===== src/rtl/sram_access_scheduler.sv =====
// ---------------------------------------------------------------------------
// sram_access_scheduler
//
// Owns both ports of the dual-port frame SRAM and decides who drives them.
//
// In normal operation (RUN):
//   - port A is shared round-robin between the event writer (ev_*) and
//     the host (h_*). Grants are combinational in the request cycle.
//   - port B is dedicated to the readout streamer (rd_*), which only reads.
//
// On reset, or when clear_start is seen in RUN, both ports are handed to
// the external SRAM clear engine (rs_*). The block waits for the engine's
// done interrupt, acknowledges it and then returns to RUN.
//
// Ports:
//   clk, rst               clock, synchronous active-high reset
//   clear_start            clear request, honoured only in RUN
//   clr_busy               high while any clear state is active
//   clear_done             one-cycle pulse on return to RUN
//   rs_enable, rs_ack      clear engine start pulse / interrupt acknowledge
//   rs_irq                 clear engine done interrupt (level)
//   rs_ce_x, rs_addr_x     clear engine port controls, x in {a,b}
//   ev_req/addr/wdata/gnt  event writer (port A, write only)
//   h_req/we/addr/wdata/wmask/gnt, h_rdata/h_rvalid
//                          host (port A, read or masked write)
//   rd_req/addr/gnt, rd_rdata/rd_rvalid
//                          readout streamer (port B, read only)
//   mem_*_a, mem_*_b       SRAM macro port signals
//
// Read data comes straight from the macro, which has one cycle of read
// latency, so the rvalid flags are the grants delayed by one cycle.
// ---------------------------------------------------------------------------
module sram_access_scheduler #(
  parameter int DEPTH = 16,
  parameter int WIDTH = 32,
  localparam int AW = $clog2(DEPTH),
  localparam int MW = WIDTH / 8
) (
  input  logic             clk,
  input  logic             rst,

  input  logic             clear_start,
  output logic             clr_busy,
  output logic             clear_done,

  output logic             rs_enable,
  output logic             rs_ack,
  input  logic             rs_irq,
  input  logic             rs_ce_a,
  input  logic             rs_ce_b,
  input  logic [AW-1:0]    rs_addr_a,
  input  logic [AW-1:0]    rs_addr_b,

  input  logic             ev_req,
  input  logic [AW-1:0]    ev_addr,
  input  logic [WIDTH-1:0] ev_wdata,
  output logic             ev_gnt,

  input  logic             h_req,
  input  logic             h_we,
  input  logic [AW-1:0]    h_addr,
  input  logic [WIDTH-1:0] h_wdata,
  input  logic [MW-1:0]    h_wmask,
  output logic             h_gnt,
  output logic [WIDTH-1:0] h_rdata,
  output logic             h_rvalid,

  input  logic             rd_req,
  input  logic [AW-1:0]    rd_addr,
  output logic             rd_gnt,
  output logic [WIDTH-1:0] rd_rdata,
  output logic             rd_rvalid,

  output logic             mem_ce_a,
  output logic             mem_we_a,
  output logic [AW-1:0]    mem_addr_a,
  output logic [WIDTH-1:0] mem_wdata_a,
  output logic [MW-1:0]    mem_wmask_a,
  input  logic [WIDTH-1:0] mem_rdata_a,

  output logic             mem_ce_b,
  output logic             mem_we_b,
  output logic [AW-1:0]    mem_addr_b,
  output logic [WIDTH-1:0] mem_wdata_b,
  output logic [MW-1:0]    mem_wmask_b,
  input  logic [WIDTH-1:0] mem_rdata_b
);

  // FSM encoding
  localparam logic [1:0] RUN       = 2'd0;
  localparam logic [1:0] CLR_START = 2'd1;
  localparam logic [1:0] CLR_BUSY  = 2'd2;
  localparam logic [1:0] CLR_DONE  = 2'd3;

  // Identity of the most recent port A winner
  localparam logic WIN_EV   = 1'b0;
  localparam logic WIN_HOST = 1'b1;

  logic [1:0] state;
  logic [1:0] state_next;
  logic       last_win;
  logic       last_win_next;
  logic       h_rvalid_q;
  logic       rd_rvalid_q;

  logic       grant_ok;
  logic       clr_drive;

  // Grants only in RUN, and never in the cycle that leaves RUN for a clear.
  // rst gates everything so outputs are quiet while reset is held.
  assign grant_ok  = (state == RUN) && !clear_start && !rst;
  assign clr_drive = (state == CLR_BUSY) && !rst;

  // Port A arbitration: a lone requester always wins; under contention the
  // client that did not win last time gets the port, so the two alternate.
  always_comb begin
    ev_gnt = 1'b0;
    h_gnt  = 1'b0;
    if (grant_ok) begin
      if (ev_req && h_req) begin
        if (last_win == WIN_HOST) begin
          ev_gnt = 1'b1;
        end else begin
          h_gnt = 1'b1;
        end
      end else begin
        ev_gnt = ev_req;
        h_gnt  = h_req;
      end
    end
  end

  assign rd_gnt = grant_ok && rd_req;

  // Round-robin history follows every grant, contended or not.
  always_comb begin
    last_win_next = last_win;
    if (ev_gnt) begin
      last_win_next = WIN_EV;
    end else if (h_gnt) begin
      last_win_next = WIN_HOST;
    end
  end

  // Clear sequencing: kick the engine, wait for its interrupt, then spend
  // one cycle in CLR_DONE to signal completion before returning to RUN.
  always_comb begin
    state_next = state;
    case (state)
      RUN:       if (clear_start) state_next = CLR_START;
      CLR_START: state_next = CLR_BUSY;
      CLR_BUSY:  if (rs_irq) state_next = CLR_DONE;
      CLR_DONE:  state_next = RUN;
      default:   state_next = CLR_START;
    endcase
  end

  // State, arbitration history and read-valid pipeline. Reset forces a
  // clear so the frame memory is zeroed at boot, and discards any read
  // that was in flight.
  always_ff @(posedge clk) begin
    if (rst) begin
      state       <= CLR_START;
      last_win    <= WIN_HOST;
      h_rvalid_q  <= 1'b0;
      rd_rvalid_q <= 1'b0;
    end else begin
      state       <= state_next;
      last_win    <= last_win_next;
      h_rvalid_q  <= h_gnt && !h_we;
      rd_rvalid_q <= rd_gnt;
    end
  end

  // Status and clear-engine handshake. rs_ack is combinational with rs_irq
  // so the engine sees the acknowledge in the cycle it raises the interrupt.
  assign clr_busy   = rst || (state != RUN);
  assign rs_enable  = !rst && (state == CLR_START);
  assign rs_ack     = clr_drive && rs_irq;
  assign clear_done = !rst && (state == CLR_DONE);

  // Read data passes straight through from the macro; only the valid
  // strobes are registered.
  assign h_rvalid  = h_rvalid_q && !rst;
  assign rd_rvalid = rd_rvalid_q && !rst;
  assign h_rdata   = mem_rdata_a;
  assign rd_rdata  = mem_rdata_b;

  // Port A driver: clear engine while clearing, otherwise the granted
  // client. Event writes are always full-word writes.
  always_comb begin
    mem_ce_a    = 1'b0;
    mem_we_a    = 1'b0;
    mem_addr_a  = '0;
    mem_wdata_a = '0;
    mem_wmask_a = '0;
    if (clr_drive) begin
      mem_ce_a    = rs_ce_a;
      mem_we_a    = 1'b1;
      mem_addr_a  = rs_addr_a;
      mem_wdata_a = '0;
      mem_wmask_a = '1;
    end else if (ev_gnt) begin
      mem_ce_a    = 1'b1;
      mem_we_a    = 1'b1;
      mem_addr_a  = ev_addr;
      mem_wdata_a = ev_wdata;
      mem_wmask_a = '1;
    end else if (h_gnt) begin
      mem_ce_a    = 1'b1;
      mem_we_a    = h_we;
      mem_addr_a  = h_addr;
      mem_wdata_a = h_wdata;
      mem_wmask_a = h_wmask;
    end
  end

  // Port B driver: clear engine while clearing, otherwise readout reads.
  always_comb begin
    mem_ce_b    = 1'b0;
    mem_we_b    = 1'b0;
    mem_addr_b  = '0;
    mem_wdata_b = '0;
    mem_wmask_b = '0;
    if (clr_drive) begin
      mem_ce_b    = rs_ce_b;
      mem_we_b    = 1'b1;
      mem_addr_b  = rs_addr_b;
      mem_wdata_b = '0;
      mem_wmask_b = '1;
    end else if (rd_gnt) begin
      mem_ce_b    = 1'b1;
      mem_we_b    = 1'b0;
      mem_addr_b  = rd_addr;
    end
  end

endmodule


===== config.mk =====
export PLATFORM = sky130hd
export DESIGN_NAME = sram_access_scheduler
export DESIGN_NICKNAME = d
export VERILOG_FILES = /design/src/rtl/sram_access_scheduler.sv
export SDC_FILE = /design/constraint.sdc
export NUM_CORES = 1
export LEC_CHECK = 0
export ABC_AREA = 1
export BUFFER_PORTS_ARGS = -buffer_cell sky130_fd_sc_hd__buf_2
export CORE_AREA = 2 2 124 126
export CTS_CLUSTER_DIAMETER = 100
export DETAILED_ROUTE_END_ITERATION = 7
export DIE_AREA = 0 0 126 128
export GPL_TIMING_DRIVEN = 0
export PLACE_DENSITY = 0.45
export SYNTH_ARGS = -nofsm -noshare
export SYNTH_HDL_FRONTEND = slang
export SYNTH_SLANG_ARGS = --single-unit

===== constraint.sdc =====
create_clock -name clk -period 2.2 [get_ports clk]
set_clock_uncertainty 0.05 [all_clocks]
set_input_delay 0.44 -clock clk [delete_from_list [all_inputs] [get_ports clk]]
set_output_delay 0.44 -clock clk [all_outputs]
set_load 0.05 [all_outputs]

==> results by group <==
Placed design
  • Setup WS pre-CTS: -365.9 ps
  • Gpl congestion: 0.7250
  • Post-DP HPWL: between 7000 and 8000 um
  • Port bufs: 222
  • Placed instance count: ~760

Synthesis
  • Mapped Area: around 0.0019 mm^2
  • Leading area contributor after synthesis: buf_4
  • Yosys cell types: 21
  • Top_reg_cell synth: dfxtp_1
  • Asr flop ratio synth: 0
  • Top post-synthesis cells by count: 101 x buf_4, 70 x nand2_1, 44 x nand3_1, 26 x a21oi_1, 12 x inv_1
  • Top cells by area, synth: buf_4 40%, nand2_1 14%, nand3_1 12%, a21oi_1 6.8%, dfxtp_1 5.3%
  • Register area share after synthesis: 0.05267
  • Syn Inst Count: between 300 and 400
  • Post-synth top area share: 0.3989
  • Syn avg cell area: 6.034 um^2
  • Synthesis-stage register bit count: 5
  • Synth Warn #: 0
  • Number of synthesized flops with an enable pin: 0
  • Most common cell in the netlist: buf_4

Clocking
  • TritonCTS buffer count: 3
  • CTS Buffer Depth: 2
  • H-tree depth: 1
  • CTS tree: yes
  • Reg clk slew, reported paths: ~30 ps
  • Latest clock arrival within the worst-skew pair: 220 ps
  • Clock Sink Count: 5
  • Hold buffers post-CTS: 0
  • Root Driver: clkbuf_16

GRT
  • Gr ovfl total: 0
  • Largest net degree at the start of global routing: 15
  • GRT Overall Usage: 0.09297
  • First-pass GRT wire length: 12170 um
  • Vias in the first global route: 2448
  • Initial antenna violation count: 0

Pwr
  • Cell internal pwr: around 0.94 mW
  • Peak VDD IR: 379.0 uV
  • Clk network pwr share: 0.140
  • P_sw: 1.158 mW
  • PwrDens: roughly 490 mW/mm^2
  • Sequential power share: 0.059
  • Static Leak: 2.257 nW
  • Switch share: 0.5527
  • Total power: around 2.1 mW
  • Combinational power share: 0.801

Floorplanning
  • Die footprint: 0.01613 mm^2
  • Core box area: 0.01486 mm^2
  • # rows: 45
  • Die Span X: ~130 um
  • I/O pins: 319
  • Initial Util: 0.1279
  • Die H: 128 um

Critical path
  • Crit path DAT: 1670 ps
  • Cell count of the worst reg-to-reg path: 8
  • R2r endpoint: state[1]$_SDFFE_PP0P_
  • Critical Path RT: about 1700 ps
  • Critical Path End Type: output port
  • R2R Setup Slk: 940 ps
  • CP Class: reg2out
  • R2r startpoint: state[0]$_SDFFE_PP1P_
  • CP endpoint: mem_wdata_a[6]
  • Critical path launch point: state[0]$_SDFFE_PP1P_
  • Worst-path fanout max: 10
  • Startpoint Class: flop

Detailed routing
  • Wire length per cell: 11.55 um
  • First drt pass iteration count: 4
  • 1st-iter DRT viols: 34
  • Final wirelength: 8918 um
  • Vias: between 2000 and 3000
  • Remaining antenna violation count: 0
  • DRC Markers: 0
  • DR vias/cell: 3.553

STA
  • Period minus WS final: 2163 ps
  • Max Transition Viols Final: 0
  • Worst rel slew slack: 0.6434
  • Setup TNS: 0 ps
  • Final setup vio count: 0
  • Period utilization: 0.9833
  • Max Clk Rate: 462.3 MHz
  • RSZ-0062 raised after global routing: yes
  • Hold Vio Cnt, Final: 0
  • Final WS setup: 36.77 ps
  • Slew @ Worst Pin: 533.7 ps

Cells and area
  • Antenna Diode Count: 0
  • Final Util: 0.2857
  • Post-Layout Cell Count: 772
  • Fraction of layout cells with a size suffix above 1: 0.7329
  • Nets: 751
  • Synth-to-Final Area Change: 123.4%

Outcome
  • Status: completed

Job
  • MaxCap Viol Count: 0

Hold path
  • HP Class: in2reg
-- cell usage in the layout, fill, tap and decap left out, types with 3 or more instances in the layout --
master     count
inv_2          3
a21oi_2       24
nor2_1         8
ha_1           3
dfxtp_1        3
inv_1          9
nor2_4         3
buf_12         3
buf_8          6
clkbuf_16      3
buf_6         43
conb_1        32
buf_4        121
nand3_1       28
buf_2        173
nand3_2       15
nand2_2       13
a21oi_4        9
nand2_1       64
-- worst max-delay path, cell delays in order, from the launching register on --
cell and delay (ps):
dfxtp_2 310, inv_2 70, ha_4 170, nand2_4 60, nor2_4 110, buf_12 150
buf_8 140, nand3_1 110, a21oi_2 150, buf_6 170
-- sequential cells by signal, summed over array words and instances, names as in the netlist --
signal,count
state,2
h_rvalid_q,1
last_win,1
rd_rvalid_q,1
-- cell type report --
class / count / area [um^2]
Tap cell: 188 / 235.2
Multi-Input combinational cell: 212 / 1311
Inverter: 14 / 61.31
Timing Repair Buffer: 236 / 1551
Clock buffer: 4 / 78.83
Fill cell: 1663 / 10620
Buffer: 113 / 905.9
Sequential cell: 5 / 102.6
-- metal layers --
| layer | vias up | share of wire | global-route usage |
|---|---|---|---|
| met3 | 0 | 0.090 | 0.01294 |
| li1 | 1411 | - | - |
| met4 | 0 | 0 | 0.005818 |
| met2 | 166 | 0.55 | 0.1869 |
| met5 | - | 0 | 0 |
| met1 | 1166 | 0.36 | 0.1080 |
-- stage by stage --
stage,instance area [um^2],hold slack (ps)
floorplan,2178,435.9
global placement,3525,474.3
detailed placement,3525,468.7
CTS,4059,342.9
global route,4247,358.9
finish,4247,344.2
-- logic make-up after synthesis --
kind of cell / after synthesis / synth area share
adders and majority gates: 4 / 0.02633
DFF: 5 / 0.05267
AOI/OAI and AO/OA: 41 / 0.1277
buffers and inverters: 129 / 0.4727
and+or+nand+nor: 135 / 0.3186
other: 1 / 0.001973
-- power groups by stage --
stage / clock network [mW] / logic (mW) / registers, mW
floorplan: 0 / 1.10 / 0.122
global placement: 0 / 1.41 / 0.126
detailed placement: 0 / 1.41 / 0.126
CTS: 0.297 / 1.63 / 0.125
global route: 0.305 / 1.77 / 0.127
finish: 0.293 / 1.68 / 0.125
-- how the worst min path moves through the flow --
stage / cells past startpoint / slack (ps) / startpoint / to
2_1_floorplan: 2 / 440 / last_win$_SDFFE_PP1P_ / last_win$_SDFFE_PP1P_
3_3_place_gp: 2 / 470 / last_win$_SDFFE_PP1P_ / last_win$_SDFFE_PP1P_
3_5_place_dp: 2 / 470 / last_win$_SDFFE_PP1P_ / last_win$_SDFFE_PP1P_
4_1_cts: 2 / 340 / h_we / h_rvalid_q$_SDFF_PP0_
5_1_grt: 2 / 360 / h_we / h_rvalid_q$_SDFF_PP0_
6_report: 2 / 340 / h_we / h_rvalid_q$_SDFF_PP0_
-- timing repair --
item                       in CTS  in global routing
pin swaps                       8                 16
resized for setup             109                 52
gates cloned                    2                  0
setup buffers                  11                  1
setup endpoints to repair      54                 51
Note: power is estimated with default switching activity, not from simulation.
